--- config.mk ---
export PLATFORM = sky130hd
export DESIGN_NAME = receiver_flat
export DESIGN_NICKNAME = d
export VERILOG_FILES = /design/src/rtl/receiver_if.sv /design/src/rtl/receiver.sv /design/src/flat_wrapper.sv
export SDC_FILE = /design/constraint.sdc
export NUM_CORES = 1
export LEC_CHECK = 0
export CAP_MARGIN = 0
export CELL_PAD_IN_SITES_DETAIL_PLACEMENT = 1
export CELL_PAD_IN_SITES_GLOBAL_PLACEMENT = 2
export CORE_MARGIN = 3
export CORE_UTILIZATION = 32
export CTS_CLUSTER_SIZE = 16
export DETAILED_ROUTE_END_ITERATION = 8
export PLACE_DENSITY = 0.78
export SLEW_MARGIN = 20
export SYNTH_ARGS = -nofsm -noshare
export SYNTH_HDL_FRONTEND = slang
export SYNTH_SLANG_ARGS = --single-unit
--- constraint.sdc ---
create_clock -name gmii_rx_clk -period 3.9 [get_ports gmii_rx_clk]
set_clock_uncertainty 0.05 [all_clocks]
set_input_delay 0.78 -clock gmii_rx_clk [delete_from_list [all_inputs] [get_ports gmii_rx_clk]]
set_output_delay 0.78 -clock gmii_rx_clk [all_outputs]
set_load 0.05 [all_outputs]
--- src/rtl/receiver_if.sv ---
// Slot-memory write port of the GMII receive engine.
// The receiver drives it as master; the frame-slot RAM is the slave.
interface receiver_if;
    logic [15:0] slot_rx_eth_data;
    logic [1:0]  slot_rx_eth_byte_en;
    logic [13:0] slot_rx_eth_addr;
    logic        slot_rx_eth_wr_en;

    modport master (
        output slot_rx_eth_data,
        output slot_rx_eth_byte_en,
        output slot_rx_eth_addr,
        output slot_rx_eth_wr_en
    );

    modport slave (
        input slot_rx_eth_data,
        input slot_rx_eth_byte_en,
        input slot_rx_eth_addr,
        input slot_rx_eth_wr_en
    );
endinterface

--- src/rtl/receiver.sv ---
// GMII receive engine: strips preamble/SFD and writes each frame into the RX slot memory
// as magic, length, timestamp, hash, then data words; a slot is published only on commit.
module receiver #(
    parameter int unsigned MAX_FRAME_LEN = 1518,
    parameter int unsigned MIN_FRAME_LEN = 64,
    parameter logic [15:0] RX_MAGIC      = 16'h5555
) (
    input  logic        gmii_rx_clk,
    input  logic        sys_rst,
    input  logic [63:0] global_counter,
    input  logic [7:0]  gmii_rxd,
    input  logic        gmii_rx_dv,
    input  logic        gmii_rx_er,
    receiver_if.master  slot,
    input  logic [13:0] mem_rd_ptr,
    output logic [13:0] mem_wr_ptr,
    output logic [31:0] rx_drop_count
);

    localparam logic [13:0] SpaceNeed = 14'(MAX_FRAME_LEN + 8);
    localparam logic [10:0] CntOver   = 11'(MAX_FRAME_LEN + 1);
    localparam logic [10:0] CntMin    = 11'(MIN_FRAME_LEN);

    typedef enum logic [2:0] {
        RxIdle, RxPreamble, RxData, RxHdr, RxCommit, RxDrop
    } state_e;

    state_e      state_q, state_d;
    logic [10:0] byte_cnt_q, byte_cnt_d;
    logic [63:0] ts_q, ts_d;
    logic [31:0] fcs_q, fcs_d;
    logic [7:0]  hi_q, hi_d;
    logic [2:0]  hdr_idx_q, hdr_idx_d;
    logic [13:0] wr_ptr_q, wr_ptr_d;
    logic [31:0] drop_q, drop_d;
    logic [15:0] wdata_q, wdata_d;
    logic [1:0]  wbe_q, wbe_d;
    logic [13:0] waddr_q, waddr_d;
    logic        wen_q, wen_d;

    logic        count_drop;
    logic [13:0] free_space;
    logic [13:0] data_addr;
    logic [10:0] cnt_inc;
    logic [10:0] frame_len;

    always_comb begin
        state_d    = state_q;
        byte_cnt_d = byte_cnt_q;
        ts_d       = ts_q;
        fcs_d      = fcs_q;
        hi_d       = hi_q;
        hdr_idx_d  = hdr_idx_q;
        wr_ptr_d   = wr_ptr_q;
        wen_d      = 1'b0;
        wdata_d    = wdata_q;
        wbe_d      = wbe_q;
        waddr_d    = waddr_q;
        count_drop = 1'b0;

        free_space = mem_rd_ptr - wr_ptr_q - 14'd1;
        cnt_inc    = byte_cnt_q + 11'd1;
        data_addr  = wr_ptr_q + 14'd8 + 14'(byte_cnt_q >> 1);
        // Byte count includes the 4 FCS bytes.
        frame_len  = byte_cnt_q - 11'd4;

        unique case (state_q)
            RxIdle: begin
                if (gmii_rx_dv) begin
                    if (gmii_rxd == 8'h55) begin
                        state_d = RxPreamble;
                    end else begin
                        state_d    = RxDrop;
                        count_drop = 1'b1;
                    end
                end
            end
            RxPreamble: begin
                if (gmii_rx_dv && gmii_rxd == 8'h55) begin
                    state_d = RxPreamble;
                end else if (gmii_rx_dv && gmii_rxd == 8'hd5) begin
                    ts_d       = global_counter;
                    byte_cnt_d = '0;
                    if (free_space < SpaceNeed) begin
                        state_d    = RxDrop;
                        count_drop = 1'b1;
                    end else begin
                        state_d = RxData;
                    end
                end else begin
                    state_d = RxIdle;
                end
            end
            RxData: begin
                if (gmii_rx_dv) begin
                    byte_cnt_d = cnt_inc;
                    fcs_d      = {fcs_q[23:0], gmii_rxd};
                    if (!byte_cnt_q[0]) begin
                        hi_d = gmii_rxd;
                    end else begin
                        wen_d   = 1'b1;
                        wdata_d = {hi_q, gmii_rxd};
                        wbe_d   = 2'b11;
                        waddr_d = data_addr;
                    end
                    if (gmii_rx_er || cnt_inc == CntOver) begin
                        state_d    = RxDrop;
                        count_drop = 1'b1;
                    end
                end else begin
                    if (byte_cnt_q[0]) begin
                        wen_d   = 1'b1;
                        wdata_d = {hi_q, 8'h00};
                        wbe_d   = 2'b10;
                        waddr_d = data_addr;
                    end
                    if (byte_cnt_q < CntMin) begin
                        count_drop = 1'b1;
                        state_d    = RxIdle;
                    end else begin
                        state_d   = RxHdr;
                        hdr_idx_d = '0;
                    end
                end
            end
            RxHdr: begin
                wen_d   = 1'b1;
                wbe_d   = 2'b11;
                waddr_d = wr_ptr_q + 14'(hdr_idx_q);
                unique case (hdr_idx_q)
                    3'd0: wdata_d = RX_MAGIC;
                    3'd1: wdata_d = 16'(frame_len);
                    3'd2: wdata_d = ts_q[63:48];
                    3'd3: wdata_d = ts_q[47:32];
                    3'd4: wdata_d = ts_q[31:16];
                    3'd5: wdata_d = ts_q[15:0];
                    3'd6: wdata_d = fcs_q[31:16];
                    3'd7: wdata_d = fcs_q[15:0];
                endcase
                hdr_idx_d = hdr_idx_q + 3'd1;
                if (hdr_idx_q == 3'd7) begin
                    state_d = RxCommit;
                end
            end
            RxCommit: begin
                // Same stride the sender uses when it advances the read pointer.
                wr_ptr_d = wr_ptr_q + 14'(frame_len) + 14'd8;
                state_d  = RxIdle;
            end
            RxDrop: begin
                if (!gmii_rx_dv) begin
                    state_d = RxIdle;
                end
            end
            default: state_d = RxIdle;
        endcase

        drop_d = (count_drop && drop_q != 32'hFFFF_FFFF) ? drop_q + 32'd1 : drop_q;
    end

    always_ff @(posedge gmii_rx_clk) begin
        if (sys_rst) begin
            state_q    <= RxIdle;
            byte_cnt_q <= '0;
            ts_q       <= '0;
            fcs_q      <= '0;
            hi_q       <= '0;
            hdr_idx_q  <= '0;
            wr_ptr_q   <= '0;
            drop_q     <= '0;
            wdata_q    <= '0;
            wbe_q      <= '0;
            waddr_q    <= '0;
            wen_q      <= 1'b0;
        end else begin
            state_q    <= state_d;
            byte_cnt_q <= byte_cnt_d;
            ts_q       <= ts_d;
            fcs_q      <= fcs_d;
            hi_q       <= hi_d;
            hdr_idx_q  <= hdr_idx_d;
            wr_ptr_q   <= wr_ptr_d;
            drop_q     <= drop_d;
            wdata_q    <= wdata_d;
            wbe_q      <= wbe_d;
            waddr_q    <= waddr_d;
            wen_q      <= wen_d;
        end
    end

    assign slot.slot_rx_eth_data    = wdata_q;
    assign slot.slot_rx_eth_byte_en = wbe_q;
    assign slot.slot_rx_eth_addr    = waddr_q;
    assign slot.slot_rx_eth_wr_en   = wen_q;
    assign mem_wr_ptr               = wr_ptr_q;
    assign rx_drop_count            = drop_q;

endmodule
--- src/flat_wrapper.sv ---
// flat-port wrapper written by rule: the top's interface ports become plain ports
module receiver_flat 
#(
    parameter int unsigned MAX_FRAME_LEN = 1518,
    parameter int unsigned MIN_FRAME_LEN = 64,
    parameter logic [15:0] RX_MAGIC      = 16'h5555
)
  (gmii_rx_clk, sys_rst, global_counter, gmii_rxd, gmii_rx_dv, gmii_rx_er, mem_rd_ptr, mem_wr_ptr, rx_drop_count, slot_slot_rx_eth_data, slot_slot_rx_eth_byte_en, slot_slot_rx_eth_addr, slot_slot_rx_eth_wr_en);
  receiver_if slot_i ();
  input  logic gmii_rx_clk;
  input  logic sys_rst;
  input  logic [63:0] global_counter;
  input  logic [7:0] gmii_rxd;
  input  logic gmii_rx_dv;
  input  logic gmii_rx_er;
  input  logic [13:0] mem_rd_ptr;
  output logic [13:0] mem_wr_ptr;
  output logic [31:0] rx_drop_count;
  output wire logic [$bits(slot_i.slot_rx_eth_data)-1:0] slot_slot_rx_eth_data;
  output wire logic [$bits(slot_i.slot_rx_eth_byte_en)-1:0] slot_slot_rx_eth_byte_en;
  output wire logic [$bits(slot_i.slot_rx_eth_addr)-1:0] slot_slot_rx_eth_addr;
  output wire logic [$bits(slot_i.slot_rx_eth_wr_en)-1:0] slot_slot_rx_eth_wr_en;
  assign slot_slot_rx_eth_data = slot_i.slot_rx_eth_data;
  assign slot_slot_rx_eth_byte_en = slot_i.slot_rx_eth_byte_en;
  assign slot_slot_rx_eth_addr = slot_i.slot_rx_eth_addr;
  assign slot_slot_rx_eth_wr_en = slot_i.slot_rx_eth_wr_en;
  receiver #(.MAX_FRAME_LEN(MAX_FRAME_LEN), .MIN_FRAME_LEN(MIN_FRAME_LEN), .RX_MAGIC(RX_MAGIC)) u_core (.gmii_rx_clk(gmii_rx_clk), .sys_rst(sys_rst), .global_counter(global_counter), .gmii_rxd(gmii_rxd), .gmii_rx_dv(gmii_rx_dv), .gmii_rx_er(gmii_rx_er), .slot(slot_i), .mem_rd_ptr(mem_rd_ptr), .mem_wr_ptr(mem_wr_ptr), .rx_drop_count(rx_drop_count));
endmodule
==> results of run 1 <==
[flip-flops by register name, indices dropped and copies added (netlist names)]
signal                           count
u_core.ts_q                         64
u_core.rx_drop_count                32
u_core.slot.slot_rx_eth_data        16
u_core.byte_cnt_q                   11
u_core.fcs_q                        32
u_core.hdr_idx_q                     3
u_core.hi_q                          8
u_core.slot.slot_rx_eth_addr        14
u_core.state_q                       3
u_core.slot.slot_rx_eth_wr_en        1
u_core.slot.slot_rx_eth_byte_en      2
u_core.mem_wr_ptr                   14
[cells in the mapped netlist, types with 9 or more instances]
master / instances / area share (%)
nand2b_1: 9 / 0.51
o21ai_0: 50 / 2.2
nor3_1: 29 / 1.3
or3_1: 26 / 1.5
xnor2_1: 32 / 2.5
xor2_1: 15 / 1.2
a22o_1: 10 / 0.79
nor2b_1: 13 / 0.73
nand3_1: 26 / 1.2
a21oi_1: 202 / 9.1
dfxtp_1: 200 / 36
a211oi_1: 17 / 1.1
o21ai_1: 9 / 0.40
a22oi_1: 10 / 0.67
ha_1: 68 / 7.6
nand4_1: 15 / 0.84
clkbuf_1: 79 / 2.7
inv_1: 39 / 1.3
a21o_1: 13 / 0.88
nand2_1: 304 / 10
a31oi_1: 13 / 0.73
a222oi_1: 15 / 1.3
nor2_1: 103 / 3.5
[worst max path at each step]
stage | slack, ns | cells past startpoint | end | from
after floorplan | 0.38 | 13 | u_core.rx_drop_count[21]$_SDFFE_PP0P_ | u_core.mem_wr_ptr[5]$_SDFFE_PP0N_
after global placement | -0.39 | 13 | u_core.rx_drop_count[12]$_SDFFE_PP0P_ | mem_rd_ptr[1]
after detailed placement | -0.48 | 13 | u_core.rx_drop_count[12]$_SDFFE_PP0P_ | mem_rd_ptr[1]
after CTS | 0.07 | 13 | u_core.rx_drop_count[12]$_SDFFE_PP0P_ | mem_rd_ptr[1]
after global routing | -0.01 | 13 | u_core.rx_drop_count[27]$_SDFFE_PP0P_ | mem_rd_ptr[1]
final | 0.18 | 14 | u_core.rx_drop_count[12]$_SDFFE_PP0P_ | mem_rd_ptr[1]
[routing by layer]
metal | vias to the layer above | part of all wire (%)
met4 | 0 | 1.3
met1 | 5416 | 47
met2 | 228 | 47
li1 | 5451 | -
met5 | - | 0
met3 | 31 | 4.4
[metrics by stage]
| step | TNS (ns) | instance area (um^2) | instances |
|---|---|---|---|
| 3_3_place_gp | -9.54 | 13600 | 2048 |
| 2_1_floorplan | 0 | 11100 | 1449 |
| 4_1_cts | 0 | 14200 | 2080 |
| 6_report | 0 | 14300 | 2083 |
| 3_5_place_dp | -12.78 | 13600 | 2048 |
| 5_1_grt | -0.0191 | 14300 | 2083 |
[worst reg2reg max path: stages, from the launching register on]
cell and delay (ns):
dfxtp_1 0.61, ha_1 0.41, nand3_1 0.15, nor3_1 0.25, xor2_1 0.21, a41oi_1 0.22, o32a_1 0.30, a41oi_2 0.44
a21oi_4 0.13, buf_4 0.19, or4_1 0.39, a21oi_1 0.15
[what timing repair did]
item                                    CTS  global route
pin swaps                                 1             2
gates resized for setup                   1             5
setup buffers                             0             1
gates cloned                              0             2
endpoints found under the setup margin    1            30
[power groups by stage]
stage                     registers, mW  logic (mW)  clock network [mW]
final                              2.08       0.614                1.89
after global routing               2.08       0.668                2.00
after CTS                          2.08       0.594                1.94
after detailed placement           2.12       0.590                   0
after global placement             2.12       0.579                   0
after floorplan                    2.15       0.302                   0
[layout make-up]
type / instances / share of cell area, %
Clock inverter: 15 / 1.28
Multi-Input combinational cell: 1115 / 46.5
Inverter: 39 / 1.02
Timing Repair Buffer: 249 / 16.3
Tap cell: 448 / 3.92
Sequential cell: 200 / 28.0
Clock buffer: 17 / 2.97
[logic make-up (layout without fill, tap and decap cells)]
family          count (synthesis)  in the layout
simple gates                  575            575
compound gates                406            408
flops                         200            200
buf+inv                       136            320
fa+ha+maj                      72             72
xor+xnor                       47             47
mux                            13             13
==> key figures, run 1 <==
Routing
  • Via count: 11126
  • WL final: ~41000 um
  • DR WL/cell: approximately 20 um
  • TritonRoute pass-1 iters: 5
  • DRT iter0 DRCs: between 700 and 800
  • Post-DRT Antenna Nets: 0
  • # DRC: 0
  • Vias per cell: 5.34

Setup path
  • Data arrival, critical path: approximately 4.1 ns
  • Crit-path slowest cell: clkdlybuf4s50_1
  • CP max FO: 7
  • CP endpoint kind: flip-flop
  • Critical-path cell list: clkdlybuf4s50_1 > inv_1 > fa_1 > nor2b_2 > o221ai_1 > a2bb2oi_2 > a31oi_1 > xnor2_1 > nor4b_4 > buf_4 > a21oi_4 > buf_4 > or4_1 > a21oi_1
  • Crit start category: primary input
  • CP most frequent cell: buf_4
  • Delay-heaviest family, CP: buffers and inverters
  • RR Startpoint: u_core.byte_cnt_q[1]$_SDFFE_PP0P_
  • Worst R2R Path Depth: 11
  • Worst Path Buf+Inv: 4
  • FF-to-FF End: u_core.rx_drop_count[12]$_SDFFE_PP0P_
  • R2R setup slack: about 0.33 ns
  • Worst setup path class: in2reg
  • CP required: about 4.2 ns
  • Slowest cell delay on critical path: 0.50 ns

STA
  • Fmax: 0.269 GHz
  • Hold Fails Final Rpt: 0
  • Final number of setup-violating endpoints: 0
  • Max_slew headroom: 28.1%
  • Worst hold margin: approximately 0.4 ns
  • Slew @ Worst Pin: 1.07 ns
  • Final worst setup slack: 0.184 ns
  • Final Max Slew Viols: 0
  • Shortest period the worst path allows: ~3.7 ns
  • Period utilization: ~95%

Clock network
  • CTS max path bufs: 2
  • Clock Latency Late Sink: between 0.4 and 0.5 ns
  • H-tree Lvls: 4
  • Clock-pin slew on the worst setup and hold paths: ~0.08 ns
  • Clock Tree Root: clkbuf_16
  • Clock sink count: 200
  • Post-CTS Hold Buffers: 0
  • Cts bufs inserted: 17
  • CTS tree: built

Yosys
  • Largest family of logic cells by synthesized area: simple AND/OR/NAND/NOR gates
  • Mapped Cells: ~1400
  • Mux cell area share after synthesis: under 10%
  • XOR/XNOR Fraction of Synth Area: ~3.7%
  • Post-synthesis sequential area ratio: 35.9%
  • Syn Std Cell Area: 11100 um^2
  • Post-Synth Adder-Cell Area: 8.35%
  • Post-synth EDFFs: 0
  • Simple-Gate Fraction of Synth Area: between 20% and 30%
  • Yosys reg bits: 200
  • Post-synth ARST share: 0%
  • Compound-cell area share of the yosys netlist: around 22%
  • Syn nets: 1611
  • Ys flop type: dfxtp_1
  • Library cells used by synthesis: between 70 and 80
  • Yosys warning total: 0
  • Post-Syn Area per Cell: a little under 8 um^2

Finish
  • Ant. Diodes: 0
  • Layout cells sized above 1: between 8 and 9%
  • Synth-to-Final Area Change: 28.3%
  • # fillers: just over 4000
  • Final Util: between 40% and 50%
  • Commonest cells after routing, fill and taps aside: 304 x nand2_1, 202 x a21oi_1, 200 x dfxtp_1
  • # nets final: 1784
  • Register area: between 4000 and 5000 um^2
  • Commonest non-fill, non-tap cell in the layout: nand2_1
  • Multi-input gate area: between 6000 and 7000 um^2

Power and ir drop
  • Pwr/cell area: roughly 320 nW/um^2
  • Switching part of the total: ~28%
  • Int Power: roughly 3.3 mW
  • LEAKAGE: just over 5 nW
  • Net Sw Power: 1.28 mW
  • Seq pwr share: approximately 45%
  • Clock share of power: 41.3%
  • Peak supply drop: ~330 uV
  • Total Power: between 4 and 5 mW
  • Comb pwr share: between 10% and 20%

Global routing
  • Global-route wire length before repair: around 63000 um
  • Largest net degree at the start of global routing: 85
  • Initial antenna violation count: 0
  • Number of global-route vias before repair: between 10000 and 15000
  • Global Route met3 Usage: 3.36%
  • GR Overflow Total: 0
  • GRT busiest layer: met2
  • GR Util All Layers: 21.6%
  • M2 GR Usage: ~36%
  • GRT met1 Usage: roughly 30%

Outcome
  • Status: finished, final reports clean

Die
  • Initial Utilization: 32.8%
  • Die area: ~37000 um^2
  • Boundary pin count: 169
  • Die height: slightly below 200 um
  • Die Wd: ~190 um
  • Core area: 34000 um^2
  • Row count: 67

Placement
  • Port Buffers: between 150 and 200
  • Detailed Place HPWL: 30400 um
  • Gp weighted congestion: a little under 0.9
  • Setup WS pre-CTS: -0.478 ns

Min path
  • Hold crit path type: reg2reg
  • Worst Hold Path EP: u_core.ts_q[4]$_SDFFE_PP0P_
  • Worst hold start: u_core.ts_q[4]$_SDFFE_PP0P_
  • Hold Path Depth: 2

Job
  • # Max-Cap Violations: 0
(Power assumes the default switching activity.)
==> run 2, diff against run 1 <==
--- a/config.mk
+++ b/config.mk
@@ -12,6 +12,7 @@
 export CORE_UTILIZATION = 32
 export CTS_CLUSTER_SIZE = 16
 export DETAILED_ROUTE_END_ITERATION = 8
+export GPL_TIMING_DRIVEN = 0
 export PLACE_DENSITY = 0.78
 export SLEW_MARGIN = 20
 export SYNTH_ARGS = -nofsm -noshare
==> run 2 against run 1 <==
Hold slack gained 0.0061 ns. Critical path depth shrank 2. Power shrank 1.6%. Die area is the same. Critical endpoint is now u_core.rx_drop_count[18]$_SDFFE_PP0P_. Largest power group unchanged. Highest routed layer unchanged.
==> key figures, run 2 (synthesis results as in run 1) <==
STA
  • Hold Fails Final Rpt: 0
  • Max_slew headroom: between 20 and 30%
  • Final number of setup-violating endpoints: 0
  • TNS Setup: 0 ns
  • Fmax: approximately 0.26 GHz
  • Worst hold margin: 0.409 ns
  • Final Max Slew Viols: 0
  • Period utilization: roughly 97%
  • Shortest period the worst path allows: around 3.8 ns
  • RSZ-0062 raised after global routing: no
  • Final worst setup slack: 0.120 ns
  • Slew @ Worst Pin: ~1.1 ns

Routing
  • TritonRoute pass-1 iters: 6
  • DR WL/cell: about 21 um
  • DRT iter0 DRCs: about 880
  • Vias per cell: roughly 5.4
  • WL final: about 45000 um
  • # DRC: 0
  • Via count: 11431
  • Post-DRT Antenna Nets: 0

Finish
  • Commonest cells after routing, fill and taps aside: 304 x nand2_1, 201 x a21oi_1, 196 x dfxtp_1
  • Largest register FFs: 64
  • Fin cells: 2098
  • Ant. Diodes: 0
  • # nets final: between 1500 and 2000
  • Design Area, Final: 14100 um^2
  • Synth-to-Final Area Change: 26.5%
  • Commonest non-fill, non-tap cell in the layout: nand2_1
  • Layout cells sized above 1: just over 5%
  • Top reg by flops: u_core.ts_q
  • Final Util: between 40% and 50%

Setup path
  • CP endpoint kind: flip-flop
  • RR Startpoint: u_core.byte_cnt_q[1]$_SDFFE_PP0P_
  • Worst R2R Path Depth: 12
  • Crit start category: flip-flop
  • Crit-path slowest cell: dfxtp_1
  • CP max FO: 10
  • Critical-path cell list: ha_1 > nand3_1 > nor3_1 > xor2_1 > a41oi_1 > o32a_1 > a41oi_1 > a21oi_2 > buf_6 > buf_6 > nor3_1 > mux2_1
  • R2R setup slack: roughly 0.12 ns
  • Worst setup path class: reg2reg
  • CP required: between 4 and 5 ns
  • Critical Path Start: u_core.byte_cnt_q[1]$_SDFFE_PP0P_
  • Data arrival, critical path: around 4 ns
  • Slowest cell delay on critical path: around 0.63 ns
  • FF-to-FF End: u_core.rx_drop_count[18]$_SDFFE_PP0P_

Die
  • Die area: ~37000 um^2
  • Die height: approximately 190 um
  • Boundary pin count: approximately 170
  • Core area: 34000 um^2
  • Die Wd: between 150 and 200 um
  • Row count: 67
  • Initial Utilization: between 30% and 40%

Global routing
  • Largest net degree at the start of global routing: 20
  • GRT met1 Usage: around a third
  • Number of global-route vias before repair: 11292
  • GR Util All Layers: between 20% and 30%
  • Global Route met3 Usage: approximately 3.1%
  • M2 GR Usage: between 30% and 40%
  • Initial antenna violation count: 0
  • GR Overflow Total: 0
  • Global-route wire length before repair: 67200 um
  • GRT busiest layer: met2

Clock network
  • Clock-pin slew on the worst setup and hold paths: approximately 0.08 ns
  • Clock Latency Late Sink: around 0.47 ns
  • CTS max path bufs: 2
  • H-tree Lvls: 4
  • Clock Tree Root: clkbuf_16
  • Clock sink count: 200
  • Cts bufs inserted: 17
  • Post-CTS Hold Buffers: 0
  • CTS tree: built

Power and ir drop
  • LEAKAGE: 4.89 nW
  • Peak supply drop: between 300 and 400 uV
  • Pwr/cell area: approximately 320 nW/um^2
  • Total Power: between 4 and 5 mW

Outcome
  • Status: finished, final reports clean

Job
  • # Max-Cap Violations: 0

Placement
  • Dpl cells: approximately 2100
  • Gp weighted congestion: 0.916
  • Detailed Place HPWL: 34600 um
  • Port Buffers: about 170
  • Setup WS pre-CTS: -0.553 ns
  • Placed cell area: about 13000 um^2

Min path
  • Hold crit path type: reg2reg
  • Hold Path Depth: 2
  • Worst Hold Path EP: u_core.ts_q[17]$_SDFFE_PP0P_
  • Worst hold start: u_core.ts_q[17]$_SDFFE_PP0P_
## run 2: changes by cell type in the layout (fill, tap and decap cells not counted), sizes merged
| cell | change |
|---|---|
| a21oi | -2 |
| clkinv | +1 |
| clkinvlp | +1 |
| bufinv | -1 |
| clkbuf | +80 |
| dlymetal6s2s | +2 |
| buf | -63 |
| inv | -2 |
| clkdlybuf4s50 | -1 |
## run 2: where the power goes
group	leakage [nW]	total, mW	internal, mW	switching (mW)
Clock	0.286	1.83	0.911	0.919
Combinational	2.99	0.605	0.254	0.351
Sequential	1.61	2.07	2.05	0.0195
Total	4.89	4.51	3.22	1.29
## run 2: what timing repair did
| action | 4_1_cts | 5_1_grt |
|---|---|---|
| resized for setup | 2 | 23 |
| setup buffers | 0 | 1 |
| setup endpoints to repair | 5 | 35 |
| gates cloned | 0 | 0 |
| endpoints found under the hold margin | 0 | 0 |
| pin swaps | 0 | 3 |
## run 2: worst max-delay path by stage
stage | to | cells after the start | slack (ns)
CTS | u_core.rx_drop_count[21]$_SDFFE_PP0P_ | 13 | 0.005
floorplan | u_core.rx_drop_count[21]$_SDFFE_PP0P_ | 13 | 0.38
global route | u_core.rx_drop_count[21]$_SDFFE_PP0P_ | 12 | 0.03
detailed placement | u_core.rx_drop_count[21]$_SDFFE_PP0P_ | 14 | -0.55
global placement | u_core.rx_drop_count[21]$_SDFFE_PP0P_ | 14 | -0.49
finish | u_core.rx_drop_count[18]$_SDFFE_PP0P_ | 12 | 0.12
## run 2: layout make-up
cell class              instances  area, um^2
well taps                     448         561
multi-input cells            1113        6700
fillers                      4144       19800
clock buffers                  18         429
plain buffers                  97         412
clock inverters                14         160
inverters                      39         146
repair buffers                169        1690
flip-flops and latches        200        4010
## run 2: routing by layer
metal | share of wire (%) | wire length [um]
met5 | 0 | 0
met4 | 2.0 | 903
met3 | 5.0 | 2220
met2 | 46 | 20600
met1 | 47 | 20900
## run 2: worst max-delay path, delay by kind of cell (launching register included)
family / cells / cell delay, ns
buffers and inverters: 2 / 0.31
flip-flops: 1 / 0.63
AO/OA/AOI/OAI: 4 / 1.02
adder cells (fa/ha/maj): 1 / 0.38
XOR/XNOR: 1 / 0.28
AND/OR/NAND/NOR: 3 / 0.65
multiplexers: 1 / 0.34
==> run 3, diff against run 2 <==
--- a/config.mk
+++ b/config.mk
@@ -5,11 +5,12 @@
 export SDC_FILE = /design/constraint.sdc
 export NUM_CORES = 1
 export LEC_CHECK = 0
+export ABC_AREA = 1
 export CAP_MARGIN = 0
 export CELL_PAD_IN_SITES_DETAIL_PLACEMENT = 1
 export CELL_PAD_IN_SITES_GLOBAL_PLACEMENT = 2
 export CORE_MARGIN = 3
-export CORE_UTILIZATION = 32
+export CORE_UTILIZATION = 31
 export CTS_CLUSTER_SIZE = 16
 export DETAILED_ROUTE_END_ITERATION = 8
 export GPL_TIMING_DRIVEN = 0
==> run 3 against run 2 <==
Worst setup slack improved by 0.21 ns. Core utilization decreased by 2.2 points. Routed wire length increased by 8.5%. Critical endpoint is now u_core.mem_wr_ptr[13]$_SDFFE_PP0N_. Clock power increased by 4%.
==> key figures, run 3 <==
Outcome
  • Status: finished, final reports clean

Die
  • Die height: just over 200 um
  • Row count: 71
  • Die area: approximately 41000 um^2
  • Die Wd: about 200 um
  • Boundary pin count: about 170
  • Initial Utilization: a little under a third
  • Core area: 37800 um^2

Min path
  • Worst Hold Path EP: u_core.ts_q[54]$_SDFFE_PP0P_
  • Hold Path Depth: 2
  • Hold crit path type: reg2reg
  • Worst hold start: u_core.ts_q[54]$_SDFFE_PP0P_

Yosys
  • Top cells by count, synth: 298 x nand2_1, 228 x nor2_1, 200 x dfxtp_1, 182 x inv_1, 114 x o21ai_0
  • Post-synthesis sequential area ratio: around 34%
  • Syn nets: about 1800
  • Post-synth ARST share: 0%
  • Yosys warning total: 0
  • Post-synth EDFFs: 0
  • Post-Syn Area per Cell: between 7 and 8 um^2
  • Library cells used by synthesis: 53
  • Yosys reg bits: 200
  • Synth top area share: ~34%
  • Most frequent cell after synthesis: nand2_1
  • Ys flop type: dfxtp_1
  • Largest area contributor in the netlist: dfxtp_1
  • Mapped Cells: roughly 1700
  • Syn Std Cell Area: approximately 12000 um^2
  • Top cells by area, synth: dfxtp_1 34%, nand2_1 9.4%, nor2_1 7.2%

Setup path
  • R2R setup slack: approximately 0.33 ns
  • Worst setup path class: reg2reg
  • Data arrival, critical path: just under 4 ns
  • FF-to-FF End: u_core.mem_wr_ptr[13]$_SDFFE_PP0N_
  • CP required: around 4.2 ns
  • CP max FO: 7
  • RR Startpoint: u_core.byte_cnt_q[2]$_SDFFE_PP0P_
  • CP endpoint kind: flip-flop
  • Crit start category: flip-flop
  • Worst R2R Path Depth: 19
  • Critical Path Start: u_core.byte_cnt_q[2]$_SDFFE_PP0P_

Clock network
  • # Post-CTS Setup Buffers: 0
  • Clock sink count: 200
  • Clock Latency Late Sink: 0.46 ns
  • H-tree Lvls: 4
  • Clock-pin slew on the worst setup and hold paths: about 0.090 ns
  • CTS tree: built
  • CTS max path bufs: 2
  • Cts bufs inserted: 17
  • Clock Tree Root: clkbuf_16

Power and ir drop
  • Pwr/cell area: 545 nW/um^2
  • LEAKAGE: slightly below 6 nW
  • Peak supply drop: 333 uV

Finish
  • Commonest non-fill, non-tap cell in the layout: nand2_1
  • Largest register FFs: 64
  • Commonest cells after routing, fill and taps aside: 298 x nand2_1, 228 x nor2_1, 200 x dfxtp_1
  • Synth-to-Final Area Change: 24.6%
  • Layout cells sized above 1: under 10%
  • Top reg by flops: u_core.ts_q
  • # nets final: around 2000
  • Ant. Diodes: 0

Job
  • # Max-Cap Violations: 0

Global routing
  • Initial antenna violation count: 0
  • Largest net degree at the start of global routing: 19
  • Number of global-route vias before repair: approximately 12000
  • GR Util All Layers: between 20% and 30%
  • GR Overflow Total: 0
  • Global-route wire length before repair: around 74000 um

Routing
  • TritonRoute pass-1 iters: 5
  • Via count: roughly 12000
  • WL final: 48500 um
  • DRT iter0 DRCs: 775
  • Uppermost layer routed: met4
  • M1 WL: between 20000 and 25000 um
  • DR WL/cell: roughly 20 um
  • # DRC: 0
  • Met2 wire length: 21600 um
  • Routed wl met3: approximately 2200 um
  • Post-DRT Antenna Nets: 0
  • Vias per cell: a little over 5

STA
  • TNS Setup: 0 ns
  • Hold Fails Final Rpt: 0
  • Fmax: about 0.28 GHz
  • Shortest period the worst path allows: around 3.6 ns
  • Period utilization: ~90%
  • Final Max Slew Viols: 0
  • Worst hold margin: approximately 0.41 ns
  • Max_slew headroom: 21.4%
  • Slew @ Worst Pin: 1.18 ns
  • RSZ-0062 raised after global routing: no
  • Final number of setup-violating endpoints: 0

Placement
  • Gp weighted congestion: between 0.8 and 0.9
  • Detailed Place HPWL: between 30000 and 40000 um
  • Port Buffers: roughly 170
run 3: cells by family (layout without fill, tap and decap cells):
logic type               after synthesis  count (layout)  share of synthesized area (%)
flip-flops                           200             200                           33.6
buffers and inverters                270             469                           9.16
XOR/XNOR                              60              60                           4.41
AO/OA/AOI/OAI                        364             364                           19.0
AND/OR/NAND/NOR                      718             718                           26.0
adder cells (fa/ha/maj)               72              72                           7.82
run 3: how the worst max path moves through the flow:
stage	endpoint	slack [ns]	depth (start not counted)
2_1_floorplan	u_core.mem_wr_ptr[13]$_SDFFE_PP0N_	0.97	19
3_3_place_gp	u_core.rx_drop_count[23]$_SDFFE_PP0P_	0.10	22
3_5_place_dp	u_core.rx_drop_count[30]$_SDFFE_PP0P_	0.06	22
4_1_cts	u_core.mem_wr_ptr[13]$_SDFFE_PP0N_	0.04	19
5_1_grt	u_core.mem_wr_ptr[13]$_SDFFE_PP0N_	0.01	19
6_report	u_core.mem_wr_ptr[13]$_SDFFE_PP0N_	0.33	19
run 3: through the flow:
| step | total power, mW | instance area, um^2 | utilization (%) | std cells | worst slack (ns) |
|---|---|---|---|---|---|
| 6_report | 8.08 | 14800 | 39.3 | 2394 | 0.330 |
| 5_1_grt | 8.71 | 14800 | 39.3 | 2394 | 0.0102 |
| 4_1_cts | 8.13 | 14800 | 39.3 | 2394 | 0.0372 |
| 3_5_place_dp | 6.20 | 14200 | 37.7 | 2362 | 0.0597 |
| 3_3_place_gp | 6.11 | 14200 | 37.7 | 2362 | 0.101 |
| 2_1_floorplan | 5.00 | 11900 | - | 1684 | 0.971 |
run 3: timing repair:
item,in CTS,in global routing
gates resized for setup,0,4
hold buffers,0,0
setup endpoints to repair,0,2
run 3: routing by layer:
layer,track usage [%],up-vias
li1,-,5975
met1,33.3,5939
met2,36.9,274
met3,4.19,41
met4,5.13,0
met5,0,-
run 3: area by class of cell:
class | count | area [um^2]
flip-flops and latches | 200 | 4000
fillers | 4760 | 22900
well taps | 511 | 639
repair buffers | 167 | 1670
inverters | 193 | 724
clock buffers | 19 | 453
multi-input cells | 1214 | 6820
plain buffers | 77 | 367
clock inverters | 13 | 161
run 3: worst max-delay path: stages (launching register included):
cell and delay (ns):
dfxtp_1 0.43, inv_2 0.17, ha_1 0.20, nand2_1 0.06
nor2_1 0.16, inv_1 0.11, o31ai_1 0.25, o21ai_1 0.24
ha_1 0.34, ha_1 0.35, nand2_1 0.08, o21ai_0 0.24
a21oi_2 0.08, o21ai_1 0.19, nand2_1 0.09, inv_1 0.08
nor2_1 0.05, nor2_1 0.09, a21oi_1 0.07, nor3_1 0.16
run 3: power by group:
part	total, mW	internal (mW)	leakage (nW)	switching, mW
registers	2.38	2.14	1.61	0.242
logic	3.79	1.37	4.04	2.42
clock network	1.91	1.00	0.300	0.908
